===== src/rtl/iob_fifo_rd_stream.sv =====
// Moves a start-requested number of words from a synchronous FIFO read port onto a
// valid/ready stream, through a 2-entry register buffer so stream outputs come from flops.
module iob_fifo_rd_stream #(
  parameter int DATA_W = 8,
  parameter int LEN_W  = 16
) (
  input  logic              clk,
  input  logic              rst,
  input  logic              start,
  input  logic [LEN_W-1:0]  len,
  output logic              fifo_r_en,
  input  logic [DATA_W-1:0] fifo_r_data,
  input  logic              fifo_r_empty,
  output logic [DATA_W-1:0] m_tdata,
  output logic              m_tvalid,
  input  logic              m_tready,
  output logic              m_tlast,
  output logic              busy,
  output logic              done,
  output logic [LEN_W-1:0]  count
);

  localparam logic [1:0] IDLE  = 2'd0;
  localparam logic [1:0] RUN   = 2'd1;
  localparam logic [1:0] DRAIN = 2'd2;

  logic [1:0]        state;
  logic [LEN_W-1:0]  len_q;
  logic [LEN_W-1:0]  issued;
  logic [LEN_W-1:0]  issued_inc;
  logic              inflight;
  logic              inflight_last;
  logic              issue_last;

  // Second buffer entry; the head entry is the m_tdata/m_tvalid/m_tlast flops.
  logic              v1;
  logic [DATA_W-1:0] data1;
  logic              last1;

  logic              push;
  logic              pop;
  logic [2:0]        occ_next;
  logic              room;

  always_comb begin
    pop        = m_tvalid & m_tready;
    push       = inflight;
    issued_inc = issued + LEN_W'(1);
    issue_last = (issued_inc == len_q);
    // Projected occupancy once the outstanding read lands; keeps the buffer at <= 2.
    occ_next   = 3'(m_tvalid) + 3'(v1) + 3'(inflight) - 3'(pop);
    room       = (occ_next < 3'd2);
    fifo_r_en  = (state == RUN) & ~fifo_r_empty & (issued < len_q) & room;
    busy       = (state != IDLE);
  end

  always_ff @(posedge clk or posedge rst) begin
    if (rst) begin
      state         <= IDLE;
      len_q         <= '0;
      issued        <= '0;
      count         <= '0;
      done          <= 1'b0;
      inflight      <= 1'b0;
      inflight_last <= 1'b0;
    end else begin
      done          <= 1'b0;
      inflight      <= fifo_r_en;
      inflight_last <= fifo_r_en & issue_last;
      if (fifo_r_en) begin
        issued <= issued_inc;
      end
      if (pop && (count != len_q)) begin
        count <= count + LEN_W'(1);
      end
      case (state)
        IDLE: begin
          if (start) begin
            if (len != '0) begin
              state  <= RUN;
              len_q  <= len;
              count  <= '0;
              issued <= '0;
            end else begin
              done <= 1'b1;
            end
          end
        end
        RUN: begin
          if (fifo_r_en && issue_last) begin
            state <= DRAIN;
          end
        end
        DRAIN: begin
          if (pop && m_tlast) begin
            state <= IDLE;
            done  <= 1'b1;
          end
        end
        default: state <= IDLE;
      endcase
    end
  end

  always_ff @(posedge clk or posedge rst) begin
    if (rst) begin
      m_tvalid <= 1'b0;
      m_tdata  <= '0;
      m_tlast  <= 1'b0;
      v1       <= 1'b0;
      data1    <= '0;
      last1    <= 1'b0;
    end else begin
      case ({push, pop})
        2'b10: begin
          if (!m_tvalid) begin
            m_tvalid <= 1'b1;
            m_tdata  <= fifo_r_data;
            m_tlast  <= inflight_last;
          end else begin
            v1    <= 1'b1;
            data1 <= fifo_r_data;
            last1 <= inflight_last;
          end
        end
        2'b01: begin
          m_tvalid <= v1;
          m_tdata  <= data1;
          m_tlast  <= last1;
          v1       <= 1'b0;
          last1    <= 1'b0;
        end
        2'b11: begin
          if (v1) begin
            m_tdata <= data1;
            m_tlast <= last1;
            data1   <= fifo_r_data;
            last1   <= inflight_last;
          end else begin
            m_tdata <= fifo_r_data;
            m_tlast <= inflight_last;
          end
        end
        default: ;
      endcase
    end
  end

endmodule

===== config.mk =====
export PLATFORM = sky130hd
export DESIGN_NAME = iob_fifo_rd_stream
export DESIGN_NICKNAME = d
export VERILOG_FILES = /design/src/rtl/iob_fifo_rd_stream.sv
export SDC_FILE = /design/constraint.sdc
export NUM_CORES = 1
export LEC_CHECK = 0
export ABC_AREA = 1
export BUFFER_PORTS_ARGS = -buffer_cell sky130_fd_sc_hd__buf_2
export CORE_MARGIN = 1.5
export CORE_UTILIZATION = 25
export CTS_BUF_LIST = sky130_fd_sc_hd__clkbuf_16
export CTS_CLUSTER_SIZE = 28
export DETAILED_ROUTE_END_ITERATION = 10
export PLACE_DENSITY = 0.41
export SYNTH_ARGS = -nofsm -noshare
export SYNTH_HDL_FRONTEND = slang
export SYNTH_SLANG_ARGS = --single-unit

===== constraint.sdc =====
create_clock -name clk -period 2.88 [get_ports clk]
set_clock_uncertainty 0.1 [all_clocks]
set_input_delay 0.72 -clock clk [delete_from_list [all_inputs] [get_ports clk]]
set_output_delay 0.72 -clock clk [all_outputs]
set_load 0.02 [all_outputs]

After elaboration in Yosys (flattened, before gate mapping):

Index checks and enable logic that the tools add are counted.

* bits of input ports: 29
* word-level logic and storage cells: 87
* flip-flop bits (word level): 73
* output and inout bits: 29

* multiplexer cells: 32
* $lt $le $gt $ge: 2
* add/sub/neg operators: 5
* bitwise logic cells: 6
* reductions and logical operators: 15
* eq/ne operators: 14

Operators with widths (number)
* $mux 16: 8
* $add 16x1->16 const B: 2
* $mux 8: 4
* $pmux 8 s3: 1
* $eq 16x16->1: 1
* $lt 16x16->1: 1
* $ne 16x16->1: 1
* $pmux 8 s2: 1
* $reduce_bool 16->1: 1
* $ne 2x2->1 const B: 6
* $reduce_and 3->1: 3
* $mux 1: 8
* $mux 2: 4
* $eq 2x2->1 const B: 3
* $pmux 1 s2: 3
* $pmux 1 s3: 2
* $pmux 2 s3: 1
* $reduce_bool 2->1: 3
* $and 1x1->1: 5
* $eq 2x1->1 const B: 2
* $reduce_and 2->1: 2
* $reduce_and 4->1: 1
* $add 2x1->3: 1
* $logic_and 1x1->1: 3
* 7 further kinds: 7

Longest topological paths before layout:

Gate-level depths: netlist (run 1).

* depth after elaboration: 9
* depth in mapped cells: 15
* gate-level depth less buffers: 15

Worst setup path before layout (run 1):

Ideal clock, no wire load.

* path type: input -> output
* start point: in m_tready
* end point: out fifo_r_en
* data required time: 2.060 ns
* path buffers: 0
* arrival: 2.199 ns
* path slack: -0.139 ns
* stages on the path: 11
* cell sequence: nand2_1 -> inv_1 -> ha_1 -> inv_1 -> ha_1 -> a21oi_1 -> or2_1 -> nand2_1 -> inv_1 -> nand4_2 -> inv_4

* longest elaborated chain between the ends: 4

Ends and longest elaborated chain
* from (decl): line 16 `input logic m_tready,`
* $and 1x1->1: line 46 `pop = m_tvalid & m_tready;`
* $sub 3x1->3: line 51 `occ_next = 3'(m_tvalid) + 3'(v1) + 3'(inflight) - 3'(pop);`
* $lt 3x2->1: line 52 `room = (occ_next < 3'd2);`
* $and 1x1->1: line 53 `fifo_r_en = (state == RUN) & ~fifo_r_empty & (issued < len_q) & room;`
* to (decl): line 11 `output logic fifo_r_en,`

Every way passes these cells.

Final worst setup path (run 1):

Same ends and word-level chain as after synthesis.

==> impl_metrics.csv, run 1 <==
group,metric,value,unit
sta,relSlewSlack,52.6,%
drt,vias,4385,
power,power.switching,2870,uW
worst_setup_path,worst_setup_path_end_kind,"output port",
run,max-cap-violations,0,
status,violations,"setup timing",
drt,firstDrtPassIters,7,
sta,setup_viol,9,
power,power_density,1040,nW/um^2
global_routing,antenna_found_initial,0,
sta,slew_viol_final,0,
die,dieArea,19900,sq um
power,pwr-share-comb,50.2,%
min_path,holdCritPathClass,"input port to asynchronous set/reset pin",
sta,fmaxAchievable,339,MHz
worst_setup_path,cp.depth,13,
drt,final_antenna_net_count,0,
power,clkPwrFrac,17.8,%
power,power_report.internal_total,3320,uW
cells_and_area,synthToLayoutAreaGrowth,24.0,%
place,place_area,5470,sq um
global_routing,grt_pass1_vias,4297,
worst_setup_path,critPathLaunchType,"input port",
worst_setup_path,worst_r2r_path_depth,17,
drt,drt_iter0_markers,269,
worst_setup_path,cpPeakStageDelay,0.26,ns
status,status,"complete, but fails checks",
clock_tree,clock-sinks,73,
sta,finalCritPeriodShare,102,%
worst_setup_path,crit_path_start,"m_tready",
clock_tree,cts_buffer_depth,2,
cells_and_area,antenna_cells,0,
synth,yosysWarnings,0,
worst_setup_path,endpoint,"fifo_r_en",
clock_tree,clk_pin_slew,0.07,ns
synth,synth-edff-count,0,
power,seq_power_share,32.1,%
cells_and_area,drive_above_1_share,19.9,%
drt,post_drt_wl_per_cell,15.0,um
drt,viasPerCell,4.53,
power,p_leak,0.00304,uW
synth,netlist_area,4780,sq um
die,coreArea,18700,sq um
die,num_rows,50,
worst_setup_path,arrival,2.13,ns
worst_setup_path,crit_buf_inv,6,
clock_tree,cts-buffers-inserted,9,
clock_tree,worstSkewPairLatency,0.35,ns
synth,synth.distinct_cells,43,
global_routing,grt_usage,15.4,%
sta,rsz0062_at_grt,"true",
sta,hold_viol,0,
clock_tree,root_buffer,"clkbuf_16",
synth,avgSynthCellArea,7.44,sq um
worst_setup_path,cp.required,2.06,ns
clock_tree,tritoncts,"built",
cells_and_area,final_nets,780,
synth,ys_ff_latch,73,
synth,synth_flop_cell,"dfrtp_1",
sta,whs,0.353,ns
place,gp_congestion,0.835,
worst_setup_path,path_max_fanout,2,
synth,syn-num-nets,694,
worst_setup_path,slowest_stage,"ha_4",
sta,fin_crit,2.95,ns
clock_tree,cts_max_level,3,
worst_setup_path,regToRegSetupSlack,-0.03,ns
power,ir_drop,0.395,mV
global_routing,grt_pass1_wl,23.4,mm
sta,worst_pin_slew,0.711,ns
worst_setup_path,rr_endpoint,"data1[1]",
drt,wl,14.5,mm
place,port_buffers,57,
die,fp.dieH,141,um
die,initial_core_util,25.5,%
worst_setup_path,cp_cell_sequence,"buf_6, nand2_4, inv_4, ha_4, inv_4, ha_4, a21oi_2, or2_1, nand2_2, inv_2, nand4_4, clkinv_4, buf_6",
drt,post-route-drc-count,0,
cells_and_area,fin_area,5920,sq um
global_routing,grt_start_max_net_pins,38,
synth,yosysSeqAreaShare,38.2,%
worst_setup_path,critPathKind,"input port to output port",
synth,async_reset_ff_share,100,%
worst_setup_path,regToRegStartpoint,"m_tvalid",
place,post-place-ws,-0.251,ns
cells_and_area,utilization,31.7,%
die,chipWidth,141,um
place,dp_hpwl,10.6,mm
synth,synthCells,642,
power,swShare,46.4,%
worst_setup_path,critPathTopFamily,"adder cells",
sta,worst_slack,-0.0694,ns
die,ioPinCount,58,
global_routing,grt_overflow_total,0,
==> stage by stage <==
stage,total power [uW],TNS [ns],std cells
CTS,6200,-0.0845,964
finish,6190,-0.372,967
global placement,4890,-0.244,936
detailed placement,4930,-0.251,936
global route,6830,-1.19,967
floorplan,3980,0,642
==> synthesized netlist by cell type (2+ instances only) <==
cell | instances | area (sq um)
nand2_1 | 168 | 631
clkbuf_1 | 3 | 11.3
nor2_2 | 6 | 37.5
nor2_1 | 61 | 229
inv_1 | 91 | 342
a21oi_1 | 31 | 155
nand3_1 | 35 | 175
o22ai_1 | 10 | 62.6
xor2_1 | 27 | 236
a211oi_1 | 2 | 15.0
ha_1 | 23 | 288
o311ai_0 | 5 | 43.8
mux2_2 | 9 | 101
nand2_2 | 2 | 12.5
o21ai_0 | 36 | 180
o21a_1 | 3 | 22.5
dfrtp_1 | 73 | 1830
clkbuf_2 | 2 | 10.0
nor3_1 | 9 | 45.0
buf_2 | 8 | 40.0
inv_2 | 3 | 11.3
nand4_1 | 11 | 68.8
o21ai_1 | 4 | 20.0
==> area by class of cell <==
type | instances | area [sq um]
Tap cell | 234 | 293
Clock inverter | 7 | 53.8
Sequential cell | 73 | 1830
Timing Repair Buffer | 90 | 587
Clock buffer | 9 | 225
Fill cell | 2004 | 12800
Multi-Input combinational cell | 459 | 2570
Inverter | 95 | 367
==> worst reg2reg max path, delay by kind of cell, from the launching register on <==
family | cells | cell delay, ns
fa+ha+maj | 1 | 0.17
buf+inv | 13 | 1.71
simple gates | 1 | 0.07
flops | 1 | 0.39
compound gates | 2 | 0.37
==> state kept, by name, indices dropped and copies added (netlist names) <==
register / count
inflight: 1
done: 1
last1: 1
inflight_last: 1
v1: 1
m_tdata: 8
issued: 16
state: 2
m_tlast: 1
count: 16
data1: 8
m_tvalid: 1
len_q: 16
==> cell usage in the layout (no fill, tap or decap), types with 9 or more instances in the layout <==
cell type	n
a21oi_1	30
buf_2	55
buf_4	29
clkbuf_16	9
dfrtp_1	73
ha_1	21
inv_1	87
mux2_2	9
nand2_1	164
nand3_1	35
nand4_1	11
nor2_1	61
nor3_1	9
o21ai_0	28
o21ai_1	11
o22ai_1	10
xor2_1	27
==> power by group through the flow <==
stage                     sequential [uW]  combinational [uW]  clock [uW]
final                                1980                3100        1100
after global routing                 2070                3580        1180
after CTS                            1990                3080        1130
after floorplan                      2020                1960           0
after global placement               2000                2890           0
after detailed placement             2000                2930           0
==> worst min path at each step <==
stage,slack (ns),startpoint,end
5_1_grt,0.40,rst,last1
3_5_place_dp,0.37,data1[1],data1[1]
3_3_place_gp,0.37,data1[4],data1[4]
6_report,0.35,rst,inflight
2_1_floorplan,0.35,data1[0],data1[0]
4_1_cts,0.38,rst,issued[2]
==> cell families (layout without fill, tap and decap cells) <==
group | Yosys count | count (layout) | synth area share, %
xor gates and xnor gates | 30 | 30 | 6.13
adders and majority gates | 23 | 23 | 6.02
muxes | 9 | 9 | 2.12
DFF | 73 | 73 | 38.2
AOI/OAI and AO/OA | 94 | 94 | 10.9
buffers and inverters | 110 | 201 | 9.25
and+or+nand+nor | 303 | 303 | 27.3
==> per-layer routing <==
metal / wire length, um / global-route usage [%] / part of all wire [%]
met3: 659 / 3.19 / 4.5
met4: 156 / 4.44 / 1.1
met5: 0 / 0 / 0
met2: 6750 / 24.7 / 47
met1: 6920 / 21.0 / 48
==> repair_timing <==
action | CTS | global route
hold endpoints to repair | 0 | 0
resized for setup | 11 | 15
buffers inserted | 12 | 2
hold buffers | 0 | 0
cloned | 0 | 1
pin swaps | 6 | 7
setup endpoints to repair | 1 | 18
No activity file was read; power rests on OpenSTA's default activity.
==> inputs of run 2 (changes only) <==
--- a/config.mk
+++ b/config.mk
@@ -8,11 +8,11 @@
 export ABC_AREA = 1
 export BUFFER_PORTS_ARGS = -buffer_cell sky130_fd_sc_hd__buf_2
 export CORE_MARGIN = 1.5
-export CORE_UTILIZATION = 25
+export CORE_UTILIZATION = 53
 export CTS_BUF_LIST = sky130_fd_sc_hd__clkbuf_16
 export CTS_CLUSTER_SIZE = 28
 export DETAILED_ROUTE_END_ITERATION = 10
-export PLACE_DENSITY = 0.41
+export PLACE_DENSITY = 0.76
 export SYNTH_ARGS = -nofsm -noshare
 export SYNTH_HDL_FRONTEND = slang
 export SYNTH_SLANG_ARGS = --single-unit
==> impl_metrics.csv, run 2 (same netlist as run 1, synthesis figures left out) <==
group,metric,value,unit
clock_tree,tritoncts,"built",
die,initial_core_util,54.8,%
clock_tree,cts_hold_buf,0,
power,ir_drop,0.586,mV
place,place_area,5240,sq um
sta,setup_tns,-0.0389,ns
place,port_buffers,57,
sta,rsz0062_at_grt,"true",
worst_setup_path,regToRegStartpoint,"len_q[11]",
worst_setup_path,regToRegSetupSlack,0.61,ns
die,ioPinCount,58,
cells_and_area,final_common_cell,"nand2_1",
worst_setup_path,cp.required,2.06,ns
die,chipWidth,97.9,um
drt,drt_iter0_markers,272,
global_routing,grt_pass1_wl,20.3,mm
worst_setup_path,worst_r2r_path_depth,9,
cells_and_area,synthToLayoutAreaGrowth,19.1,%
run,max-cap-violations,0,
sta,relSlewSlack,61.9,%
power,p_leak,0.00300,uW
cells_and_area,final_nets,769,
clock_tree,cts-buffers-inserted,9,
global_routing,grt_start_max_net_pins,39,
sta,worst_pin_slew,0.571,ns
worst_setup_path,path_max_fanout,2,
cells_and_area,final_cell_mix,"nand2_1 (167), inv_1 (88), dfrtp_1 (71)",
power,power_density,1080,nW/um^2
status,status,"complete, but fails checks",
cells_and_area,final_cells,830,
die,dieArea,9590,sq um
drt,final_antenna_net_count,0,
drt,post-route-drc-count,0,
cells_and_area,multi_input_area,2570,sq um
sta,worst_slack,-0.0389,ns
sta,hold_viol,0,
clock_tree,clock-sinks,73,
place,dp_hpwl,8.76,mm
worst_setup_path,arrival,2.10,ns
clock_tree,cts_max_level,3,
drt,vias,4565,
worst_setup_path,critPathKind,"input port to output port",
worst_setup_path,critPathLaunchType,"input port",
sta,setup_viol,1,
drt,post_drt_wl_per_cell,14.8,um
cells_and_area,seq_area,1830,sq um
cells_and_area,fin_area,5690,sq um
drt,viasPerCell,5.50,
min_path,holdCritPathClass,"input port to asynchronous set/reset pin",
cells_and_area,drive_above_1_share,18.6,%
status,violations,"setup timing",
drt,firstDrtPassIters,5,
worst_setup_path,worst_setup_path_end_kind,"output port",
global_routing,grt_overflow_total,0,
clock_tree,worstSkewPairLatency,0.34,ns
sta,finalCritPeriodShare,101,%
sta,whs,0.261,ns
place,gp_congestion,0.915,
sta,slew_viol_final,0,
die,coreArea,8720,sq um
global_routing,grt_usage,26.3,%
power,power,6160,uW
clock_tree,clk_pin_slew,0.06,ns
cells_and_area,antenna_cells,0,
clock_tree,root_buffer,"clkbuf_16",
global_routing,antenna_found_initial,0,
die,num_rows,34,
clock_tree,cts_buffer_depth,2,
cells_and_area,nFillCells,727,
die,fp.dieH,97.9,um
drt,wl,12.3,mm
sta,fin_crit,2.92,ns
worst_setup_path,rr_endpoint,"issued[7]",
sta,fmaxAchievable,343,MHz
place,dp.cells,803,
cells_and_area,reg_top3,"count: 16 flops, issued: 16 flops, len_q: 16 flops",
global_routing,grt_pass1_vias,4405,
[run 2: cell types whose count changed in the layout (fill, tap and decap cells not counted), moves of 3 or more]
cell     previous run  this run
buf_4              29        20
o21ai_0            28        35
o21ai_1            11         5
nand2_1           164       167
nand2_2             5         2
[run 2: cell type report]
cell class	instances	share of cell area, %
Sequential cell	73	32.2
Clock buffer	9	3.96
Tap cell	108	2.38
Multi-Input combinational cell	459	45.2
Timing Repair Buffer	79	8.58
Inverter	95	6.45
Clock inverter	7	1.25
[run 2: worst max-delay path: stages]
cell	delay (ns)
buf_6	0.09
nand2_4	0.06
inv_4	0.04
ha_4	0.26
inv_4	0.04
ha_4	0.26
a21oi_2	0.05
or2_1	0.20
nand2_1	0.07
inv_2	0.05
nand4_4	0.08
clkinv_4	0.06
buf_6	0.12
[run 2: power by group]
part           leakage (uW)  total (uW)  internal (uW)  switching, uW
clock              0.000145        1130            671            462
combinational       0.00196        3030           1220           1810
sequential         0.000893        1990           1460            536
total               0.00300        6160           3350           2810
[run 2: layer usage]
metal / part of all wire, % / GRT usage [%]
met1: 44 / 34.6
met2: 49 / 42.9
met3: 5.3 / 4.94
met4: 1.8 / 10.8
met5: 0 / 0
[run 2: worst max-delay path by stage]
stage	start	to	slack (ns)
2_1_floorplan	m_tready	fifo_r_en	0.008
3_3_place_gp	m_tready	fifo_r_en	-0.21
3_5_place_dp	m_tready	fifo_r_en	-0.21
4_1_cts	m_tready	fifo_r_en	-0.05
5_1_grt	len_q[13]	fifo_r_en	-0.12
6_report	m_tready	fifo_r_en	-0.04
[run 2: metrics by stage]
step | setup slack, ns | utilization (%)
after floorplan | 0.00802 | -
after global placement | -0.205 | 60.1
after detailed placement | -0.214 | 60.1
after CTS | -0.0514 | 64.4
after global routing | -0.119 | 65.2
final | -0.0389 | 65.2
[run 2: timing repair]
action                                 CTS  global route
gates resized for setup                 11             6
setup endpoints to repair                1             1
pin swaps                                5             6
setup buffers                            3             8
endpoints found under the hold margin    0             0
